===== config.mk =====
export PLATFORM = sky130hd
export DESIGN_NAME = rv_fetch
export DESIGN_NICKNAME = d
export VERILOG_FILES = /design/src/rtl/rv_fetch_pkg.sv /design/src/rtl/rv_fetch_fifo.sv /design/src/rtl/rv_fetch.sv
export SDC_FILE = /design/constraint.sdc
export NUM_CORES = 1
export LEC_CHECK = 0
export CAP_MARGIN = 20
export CORE_ASPECT_RATIO = 0.7
export CORE_MARGIN = 4
export CORE_UTILIZATION = 55
export CTS_CLUSTER_SIZE = 28
export DETAILED_ROUTE_END_ITERATION = 10
export PLACE_DENSITY = 0.86
export SYNTH_ARGS = -nofsm -noshare
export SYNTH_HDL_FRONTEND = slang
export SYNTH_SLANG_ARGS = --single-unit

===== constraint.sdc =====
create_clock -name i_clk -period 10.7 [get_ports i_clk]
set_input_delay 1.07 -clock i_clk [delete_from_list [all_inputs] [get_ports i_clk]]
set_output_delay 1.07 -clock i_clk [all_outputs]
set_load 0.01 [all_outputs]

===== src/rtl/rv_fetch_pkg.sv =====
// rv_fetch_pkg: shared types for the instruction fetch stage.
//   fetch_entry_t : one prefetch FIFO entry {instruction word, word PC}
//   fetch_state_t : fetch control state
//   ENTRY_W       : flat width of fetch_entry_t, used for sub-module ports
//   pc_inc        : word-PC increment, wraps at 2^30
package rv_fetch_pkg;

  typedef struct packed {
    logic [31:0] instr;
    logic [31:2] pc;
  } fetch_entry_t;

  typedef enum logic [1:0] {
    FS_RESET,
    FS_RUN,
    FS_DRAIN
  } fetch_state_t;

  localparam int ENTRY_W = $bits(fetch_entry_t);

  function automatic logic [29:0] pc_inc(input logic [29:0] pc);
    return pc + 30'd1;
  endfunction

endpackage


===== src/rtl/rv_fetch_fifo.sv =====
// rv_fetch_fifo: synchronous prefetch FIFO of fetch_entry_t.
// Ports:
//   clk, rst        : clock, synchronous active-high reset (pointers/count only)
//   push, push_data : write one entry (ignored when full)
//   pop             : remove head entry (ignored when empty)
//   clear           : discard all entries; wins over push/pop
//   full, empty     : occupancy flags
//   count           : number of stored entries
//   head            : current head entry, read straight from the storage registers
module rv_fetch_fifo
  import rv_fetch_pkg::*;
#(
  parameter int DEPTH = 2,
  localparam int CW = $clog2(DEPTH + 1),
  localparam int PW = (DEPTH > 1) ? $clog2(DEPTH) : 1
) (
  input  logic               clk,
  input  logic               rst,
  input  logic               push,
  input  logic [ENTRY_W-1:0] push_data,
  input  logic               pop,
  input  logic               clear,
  output logic               full,
  output logic               empty,
  output logic [CW-1:0]      count,
  output logic [ENTRY_W-1:0] head
);

  fetch_entry_t    mem [DEPTH];
  logic [PW-1:0]   rd_ptr;
  logic [PW-1:0]   wr_ptr;
  logic [CW-1:0]   cnt;
  logic            do_push;
  logic            do_pop;

  // Pointer advance with explicit wrap so non power-of-two depths work.
  function automatic logic [PW-1:0] ptr_nxt(input logic [PW-1:0] p);
    return (p == PW'(DEPTH - 1)) ? '0 : p + PW'(1);
  endfunction

  assign full    = (cnt == CW'(DEPTH));
  assign empty   = (cnt == '0);
  assign count   = cnt;
  assign do_push = push && !full && !clear;
  assign do_pop  = pop && !empty && !clear;
  assign head    = mem[rd_ptr];

  always_ff @(posedge clk) begin
    if (rst || clear) begin
      rd_ptr <= '0;
      wr_ptr <= '0;
      cnt    <= '0;
    end else begin
      if (do_push) wr_ptr <= ptr_nxt(wr_ptr);
      if (do_pop)  rd_ptr <= ptr_nxt(rd_ptr);
      cnt <= cnt + CW'(do_push) - CW'(do_pop);
    end
  end

  always_ff @(posedge clk) begin
    if (do_push) mem[wr_ptr] <= fetch_entry_t'(push_data);
  end

endmodule


===== src/rtl/rv_fetch.sv =====
// rv_fetch: instruction fetch stage. Issues sequential word-address requests
// to instruction memory, buffers returned words with their PC in a prefetch
// FIFO and presents one {instr, pc, pc+1} entry per cycle to decode.
// Optional feature macro: RV_FETCH_BYPASS_EN -- forwards a response straight
// to the outputs in its arrival cycle when the FIFO is empty and decode is not
// stalled; without it every output comes from the FIFO registers.
// Ports:
//   i_clk, i_reset          : clock, synchronous active-high reset
//   i_stall                 : decode not accepting, head held
//   i_flush, i_flush_pc     : redirect to word address i_flush_pc
//   o_mem_req, o_mem_addr   : request valid / word address (held until grant)
//   i_mem_gnt               : request accepted
//   i_mem_rvalid, i_mem_rdata : in-order response
//   o_valid, o_data, o_pc, o_pc_p4 : head entry (all zero when not valid)
module rv_fetch
  import rv_fetch_pkg::*;
#(
  parameter logic [29:0] RESET_PC   = 30'h0,
  parameter int          FIFO_DEPTH = 2
) (
  input  logic        i_clk,
  input  logic        i_reset,
  input  logic        i_stall,
  input  logic        i_flush,
  input  logic [29:0] i_flush_pc,
  output logic        o_mem_req,
  output logic [29:0] o_mem_addr,
  input  logic        i_mem_gnt,
  input  logic        i_mem_rvalid,
  input  logic [31:0] i_mem_rdata,
  output logic        o_valid,
  output logic [31:0] o_data,
  output logic [29:0] o_pc,
  output logic [29:0] o_pc_p4
);

  localparam int            CW      = $clog2(FIFO_DEPTH + 1);
  localparam logic [CW-1:0] CNT_MAX = '1;

  fetch_state_t       st;
  logic [29:0]        fetch_pc;
  logic [CW-1:0]      outstanding;
  logic [CW-1:0]      drop_cnt;
  logic [CW-1:0]      live_cnt;
  logic [CW-1:0]      flush_left;
  logic [CW-1:0]      fifo_count;
  logic               fifo_full;
  logic               fifo_empty;
  logic [ENTRY_W-1:0] head_bits_p1;
  fetch_entry_t       head_p1;
  fetch_entry_t       resp_entry_p0;
  logic               gnt;
  logic               resp_ok;
  logic               vld_p0;
  logic               vld_p1;
  logic [29:0]        resp_pc_p0;
  logic               byp;
  logic               push;
  logic               pop;

  // ---- response stage (p0): response arrives from memory ----
  assign gnt      = o_mem_req && i_mem_gnt;
  // With nothing outstanding a response is stale (e.g. left over from before reset).
  assign resp_ok  = i_mem_rvalid && (outstanding != '0);
  assign vld_p0   = resp_ok && (drop_cnt == '0) && !i_flush;
  // Responses are in order, so a live response belongs to the oldest request.
  assign resp_pc_p0    = fetch_pc - 30'(outstanding);
  assign resp_entry_p0 = '{instr: i_mem_rdata, pc: resp_pc_p0};
  assign live_cnt      = outstanding - drop_cnt;
  assign flush_left    = outstanding - CW'(resp_ok);

`ifdef RV_FETCH_BYPASS_EN
  assign byp = vld_p0 && fifo_empty && !i_stall;
`else
  assign byp = 1'b0;
`endif

  assign push    = vld_p0 && !byp && !fifo_full;
  assign head_p1 = fetch_entry_t'(head_bits_p1);
  assign vld_p1  = !fifo_empty;
  assign pop     = vld_p1 && !i_stall && !i_flush;

  // A pop in this cycle frees a slot in time for the response of a request
  // granted now, which is what sustains one instruction per cycle at depth 2.
  // Dropped responses never enter the FIFO, so only live requests count; the
  // counter cap keeps outstanding from wrapping while draining.
  always_comb begin
    o_mem_req = 1'b0;
    if (!i_reset && !i_flush && (st != FS_RESET) && (outstanding != CNT_MAX)) begin
      o_mem_req = (int'(fifo_count) + int'(live_cnt) - int'(pop)) < FIFO_DEPTH;
    end
  end
  assign o_mem_addr = fetch_pc;

  rv_fetch_fifo #(
    .DEPTH(FIFO_DEPTH)
  ) u_fifo (
    .clk       (i_clk),
    .rst       (i_reset),
    .push      (push),
    .push_data (resp_entry_p0),
    .pop       (pop),
    .clear     (i_flush),
    .full      (fifo_full),
    .empty     (fifo_empty),
    .count     (fifo_count),
    .head      (head_bits_p1)
  );

  // ---- control state ----
  always_ff @(posedge i_clk) begin
    if (i_reset) begin
      st          <= FS_RESET;
      fetch_pc    <= RESET_PC;
      outstanding <= '0;
      drop_cnt    <= '0;
    end else if (i_flush) begin
      // No grant is possible in a flush cycle; a response arriving now is discarded.
      fetch_pc    <= i_flush_pc;
      outstanding <= flush_left;
      drop_cnt    <= flush_left;
      st          <= (flush_left != '0) ? FS_DRAIN : FS_RUN;
    end else begin
      if (gnt) fetch_pc <= fetch_pc + 30'd1;
      outstanding <= outstanding + CW'(gnt) - CW'(resp_ok);
      if (resp_ok && (drop_cnt != '0)) drop_cnt <= drop_cnt - CW'(1);
      case (st)
        FS_RESET: st <= FS_RUN;
        FS_DRAIN: if ((drop_cnt == '0) || (resp_ok && (drop_cnt == CW'(1)))) st <= FS_RUN;
        default:  st <= st;
      endcase
    end
  end

  // ---- output stage (p1): FIFO head, or forwarded response ----
  always_comb begin
    o_valid = 1'b0;
    o_data  = '0;
    o_pc    = '0;
    o_pc_p4 = '0;
    if (byp) begin
      o_valid = 1'b1;
      o_data  = i_mem_rdata;
      o_pc    = resp_pc_p0;
    end else if (vld_p1) begin
      o_valid = 1'b1;
      o_data  = head_p1.instr;
      o_pc    = head_p1.pc;
    end
    if (o_valid) o_pc_p4 = pc_inc(o_pc);
  end

endmodule

==> results of run 1 <==
per-stage QoR:
step	cells	hold WS [ns]	power [µW]
finish	1167	0.549	1810
floorplan	789	0.480	1070
CTS	1166	0.547	1810
detailed placement	1134	0.536	1220
global route	1167	0.576	1890
global placement	1134	0.515	1210
sequential cells by signal (all words and copies together) (netlist names), named ones only:
signal         cells
o_mem_addr        30
u_fifo.count       2
outstanding        2
drop_cnt           2
u_fifo.wr_ptr      1
st                 2
u_fifo.mem       124
u_fifo.rd_ptr      1
critical path: stages (launching register included):
cell             delay (ns)
dfxtp_4                0.61
buf_4                  0.71
mux2i_1                0.24
nor2_1                 0.20
ha_1                   0.19
o21ai_0                0.10
nor2_1                 0.24
nand3_1                0.46
nor4_1                 0.44
mux2_2                 0.37
clkdlybuf4s50_1        0.48
worst max-delay path by stage:
stage | start | end | depth (start not counted)
2_1_floorplan | i_flush | u_fifo.mem[0][0] | 3
3_3_place_gp | i_flush | o_mem_req | 11
3_5_place_dp | i_flush | o_mem_req | 11
4_1_cts | register | o_pc_p4[26] | 10
5_1_grt | register | o_pc_p4[20] | 10
6_report | register | o_pc_p4[26] | 10
per-layer routing:
layer	wire length (µm)	GRT usage, %	vias to the layer above	part of all wire, %
li1	-	-	3229	-
met5	0	0	-	0
met4	199	6.07	0	0.91
met3	1980	6.78	22	9.1
met2	10300	37.9	318	47
met1	9390	34.1	3199	43
placed cells by master, fill, tap and decap left out, types with 11 or more instances in the layout:
cell | netlist | final
nor3_1 | 38 | 38
a211oi_1 | 14 | 14
xor2_1 | 33 | 33
inv_1 | 31 | 31
xnor2_1 | 37 | 37
edfxtp_1 | 124 | 124
o21ai_0 | 11 | 11
nand3_1 | 25 | 25
nor2_1 | 105 | 104
dfxtp_1 | 41 | 40
ha_1 | 15 | 15
nand2_1 | 46 | 46
a21oi_1 | 17 | 17
clkbuf_16 | 0 | 17
nand4_1 | 13 | 13
clkdlybuf4s50_1 | 0 | 191
nor4_1 | 15 | 15
mux2i_1 | 63 | 63
cell type report:
cell class                 instances  area [µm²]
sequential                       165        4550
fill                            1019        3800
multi-input combinational        543        3710
timing repair buffer             201        2010
clock buffer                      18         429
tap                              195         244
clock inverter                    14         148
inverter                          31         116
report_power, final:
part / switching, µW / total [µW] / internal (µW)
combinational: 256 / 433 / 177
clock: 276 / 589 / 313
sequential: 42.4 / 792 / 749
total: 575 / 1810 / 1240
cell families (layout without fill, tap and decap cells):
family	count (synthesis)	in the layout	share of synthesized area, %
muxes	68	68	7.99
xor gates and xnor gates	70	70	7.14
AOI/OAI and AO/OA	88	88	7.47
DFF	165	165	52.9
and+or+nand+nor	300	300	17.7
adders and majority gates	17	17	2.65
buffers and inverters	81	264	4.16
==> impl_metrics.yaml, run 1 <==
outcome:
  outcome: "complete, no violations"
floorplan:
  die_height_um: 113
  io_pins: 192
  fp.dieArea_mm2: 0.0177
  die_w_um: 157
  initial_core_util_pct: 57.3
  core_mm2: 0.0150
  rows: 37
clock_tree:
  clock_path_buffers: 2
  postCtsSetupBuffers: 0
  hold_buffers: 0
  cts_made_buffers: 17
  cts.sinks: 165
  cts_resized: 0
  clock_latency_ns: 0.43
  root_buffer: "clkbuf_16"
  clkSlewWorstSetupHoldPaths_ns: 0.08
  cts_tree: "yes"
  htree_levels: 4
worst_hold_path:
  hold_start: "st[0]"
  whs_path_depth: 2
  worstHoldPathType: "register to register"
  min_to: "st[0]"
placement:
  gp_congestion: 0.905
  placed_cell_area_mm2: 0.0106
  numPortBuffers: 191
  dpl.hpwl_um: 15400
  dp_slack_ns: 5.38
logic_synthesis:
  syn_area_mm2: 0.00859
  synth_seq_cells: 165
  syn_inst: 789
  ys_types: 65
  syn_nets: 874
  synth_top_area_cell: "edfxtp_1"
  ys_warn_count: 0
  synthFlopType: "edfxtp_1"
  synth_top_area_share_pct: 43.3
  yosysMostFrequentCell: "edfxtp_1"
  avgSynthCellArea_um2: 10.9
  synth_edf_count: 124
  ys_seq_area_share_pct: 52.9
  synth-async-reset-ratio_pct: 0
  synth_area_leaders: "edfxtp_1 (43%), dfxtp_1 (9.6%), mux2i_1 (7.3%)"
  ys_top_cells_by_count: "edfxtp_1 (124), nor2_1 (105), mux2i_1 (63), nand2_1 (46), dfxtp_1 (41)"
setup_path:
  reg2reg_from: "outstanding[0]"
  rr_worst_depth: 18
  crit_required_ns: 9.63
  crit_fanout: 58
  worstPathArrival_ns: 4.49
  end_kind: "output port"
  r2r_setup_slack_ns: 6.61
  reg2reg_to: "outstanding[1]"
  critPathKind: "register to output port"
  cp-start-kind: "register"
cells_and_area:
  layout-drive-gt1-share_pct: 7.20
  syn_to_final_growth_pct: 30.3
  fin_area_mm2: 0.0112
  fin_util_pct: 74.7
  n_antenna_cell: 0
  nets: 1044
drt:
  routedWlPerCell_um: 18.7
  ant_nets: 0
  vias: 6768
  drtIter0Drc: 622
  drc_errors: 0
  dr.pass1.iters: 5
  viasPerCell: 5.80
  wl_um: 21800
sta:
  max_freq_ghz: 0.180
  finalHoldViolCount: 0
  rsz0062_at_grt: "false"
  setup_viol: 0
  slew_violations: 0
  fin_crit_ns: 5.56
  fin_ws_ns: 5.14
  tightest_slew_ns: 0.913
  setup_tns_ns: 0
  slew_headroom_pct: 39.1
  fin_worst_skew_ns: 0.0159
  post-route-period-util_pct: 52.0
global_routing:
  grt_antenna_before_repair: 0
  grt_max_degree: 75
  grt_pass1_vias: 6593
  grt_overflow_total: 0
  grt_pass1_wl_um: 34300
  grt.total_usage_pct: 24.4
pwr:
  p_leak_uw: 0.00373
  vdd_drop_max_v: 0.000142
  p_per_area_mw_per_mm2: 162
flow_run:
  cap_violations: 0
(Power assumes the default switching activity.)
==> run 2, diff against run 1 <==
--- a/config.mk
+++ b/config.mk
@@ -8,10 +8,10 @@
 export CAP_MARGIN = 20
 export CORE_ASPECT_RATIO = 0.7
 export CORE_MARGIN = 4
-export CORE_UTILIZATION = 55
+export CORE_UTILIZATION = 51
 export CTS_CLUSTER_SIZE = 28
 export DETAILED_ROUTE_END_ITERATION = 10
-export PLACE_DENSITY = 0.86
+export PLACE_DENSITY = 0.81
 export SYNTH_ARGS = -nofsm -noshare
 export SYNTH_HDL_FRONTEND = slang
 export SYNTH_SLANG_ARGS = --single-unit
==> constraint.sdc (replaced) <==
create_clock -name i_clk -period 5.2 [get_ports i_clk]
set_input_delay 0.52 -clock i_clk [delete_from_list [all_inputs] [get_ports i_clk]]
set_output_delay 0.52 -clock i_clk [all_outputs]
set_load 0.01 [all_outputs]
==> run 2 against run 1 <==
Effect of this change:
- power rose by 100%
- sequential cell count unchanged
- sequential share of layout area hardly changed
- critical endpoint unchanged
- cell area is essentially flat
- clock-buffer cell count up 7
- clock power is 99% higher
==> impl_metrics.yaml, run 2 (synthesis gave the netlist of run 1 again) <==
sta:
  setup_tns_ns: 0
  post-route-period-util_pct: 85.9
  hold_slack_ns: 0.557
  max_freq_ghz: 0.224
  setup_viol: 0
  rsz0062_at_grt: "false"
  fin_crit_ns: 4.46
  fin_ws_ns: 0.735
  tightest_slew_ns: 1.06
  finalHoldViolCount: 0
  slew_violations: 0
  slew_headroom_pct: 29.0
  fin_worst_skew_ns: 0.00832
cells_and_area:
  nets: 1045
  layout-drive-gt1-share_pct: 6.89
  n_antenna_cell: 0
  largest_reg_flops: 124
  final_cell_mix: "clkdlybuf4s50_1 (191), edfxtp_1 (124), nor2_1 (104), mux2i_1 (63), nand2_1 (46)"
  fin_util_pct: 68.3
  syn_to_final_growth_pct: 30.4
  mostFrequentLayoutCell: "clkdlybuf4s50_1"
  top_register: "u_fifo.mem"
  fillers: 1289
flow_run:
  cap_violations: 0
setup_path:
  crit_fanout: 47
  worstPathArrival_ns: 3.94
  crit_required_ns: 4.68
  end_kind: "output port"
  cp-start-kind: "register"
  critPathKind: "register to output port"
pwr:
  p_per_area_mw_per_mm2: 328
  p_total_uw: 3680
  p_leak_uw: 0.00370
  vdd_drop_max_v: 0.000357
global_routing:
  grt_antenna_before_repair: 0
  grt_overflow_total: 0
  grt_pass1_vias: 6519
  grt.total_usage_pct: 23.2
  grt_max_degree: 48
  grt_pass1_wl_um: 34600
floorplan:
  io_pins: 192
  rows: 39
  initial_core_util_pct: 52.4
  fp.dieArea_mm2: 0.0190
  die_height_um: 117
  die_w_um: 163
  core_mm2: 0.0164
clock_tree:
  cts_tree: "yes"
  clock_path_buffers: 2
  postCtsSetupBuffers: 0
  htree_levels: 4
  root_buffer: "clkbuf_16"
  cts.sinks: 165
  cts_resized: 0
  clock_latency_ns: 0.42
  clkSlewWorstSetupHoldPaths_ns: 0.06
  hold_buffers: 0
  cts_made_buffers: 17
placement:
  gp_congestion: 0.865
  numPortBuffers: 191
  dpl.hpwl_um: 16000
  dp_slack_ns: 1.08
drt:
  drtIter0Drc: 637
  viasPerCell: 5.70
  routedWlPerCell_um: 18.6
  dr.pass1.iters: 5
  wl_um: 22200
  drc_errors: 0
  ant_nets: 0
  vias: 6830
outcome:
  outcome: "complete, no violations"
worst_hold_path:
  worstHoldPathType: "register to register"
==> run 2: through the flow <==
| stage | std cells | instance area, µm² |
|---|---|---|
| 6_report | 1198 | 11200 |
| 4_1_cts | 1198 | 11200 |
| 3_3_place_gp | 1166 | 10600 |
| 5_1_grt | 1198 | 11200 |
| 3_5_place_dp | 1166 | 10600 |
| 2_1_floorplan | 789 | 8590 |
==> run 2: cell type report <==
type / count / area (µm²) / area share, %
multi-input cells: 543 / 3710 / 33.1
flip-flops and latches: 165 / 4550 / 40.6
clock inverters: 7 / 46.3 / 0.413
well taps: 225 / 282 / 2.51
clock buffers: 25 / 508 / 4.54
inverters: 31 / 116 / 1.04
repair buffers: 202 / 1990 / 17.8
==> run 2: per-layer routing <==
metal / wire length, µm / GRT usage [%] / vias up
met4: 293 / 5.98 / 0
met2: 9580 / 34.6 / 306
met3: 2010 / 6.67 / 22
met5: 0 / 0 / -
li1: - / - / 3224
met1: 10400 / 33.7 / 3278
==> run 2: path summary, 6_finish.rpt <==
| path | from | depth (start not counted) | slack (ns) | endpoint |
|---|---|---|---|---|
| setup / recovery | register | 7 | 0.74 | o_pc_p4[26] |
| hold / removal | st[0] | 2 | 0.56 | st[0] |
| setup reg to reg | outstanding[0] | 17 | 1.38 | outstanding[1] |
| hold reg to reg | st[0] | 2 | 0.56 | st[0] |
==> run 2: power by group <==
group / total, µW / switching [µW] / leakage [µW] / internal (µW)
registers: 1630 / 90.0 / 0.00146 / 1540
clock network: 1170 / 489 / 0.000264 / 679
logic: 878 / 516 / 0.00198 / 362
==> run 2: worst max-delay path, stage by stage, from the launching register on <==
cell             delay, ns
dfxtp_4               0.84
buf_4                 0.55
nand3_1               0.18
a211oi_1              0.31
nand4_1               0.38
nor4_1                0.40
mux2_2                0.36
clkdlybuf4s50_1       0.47
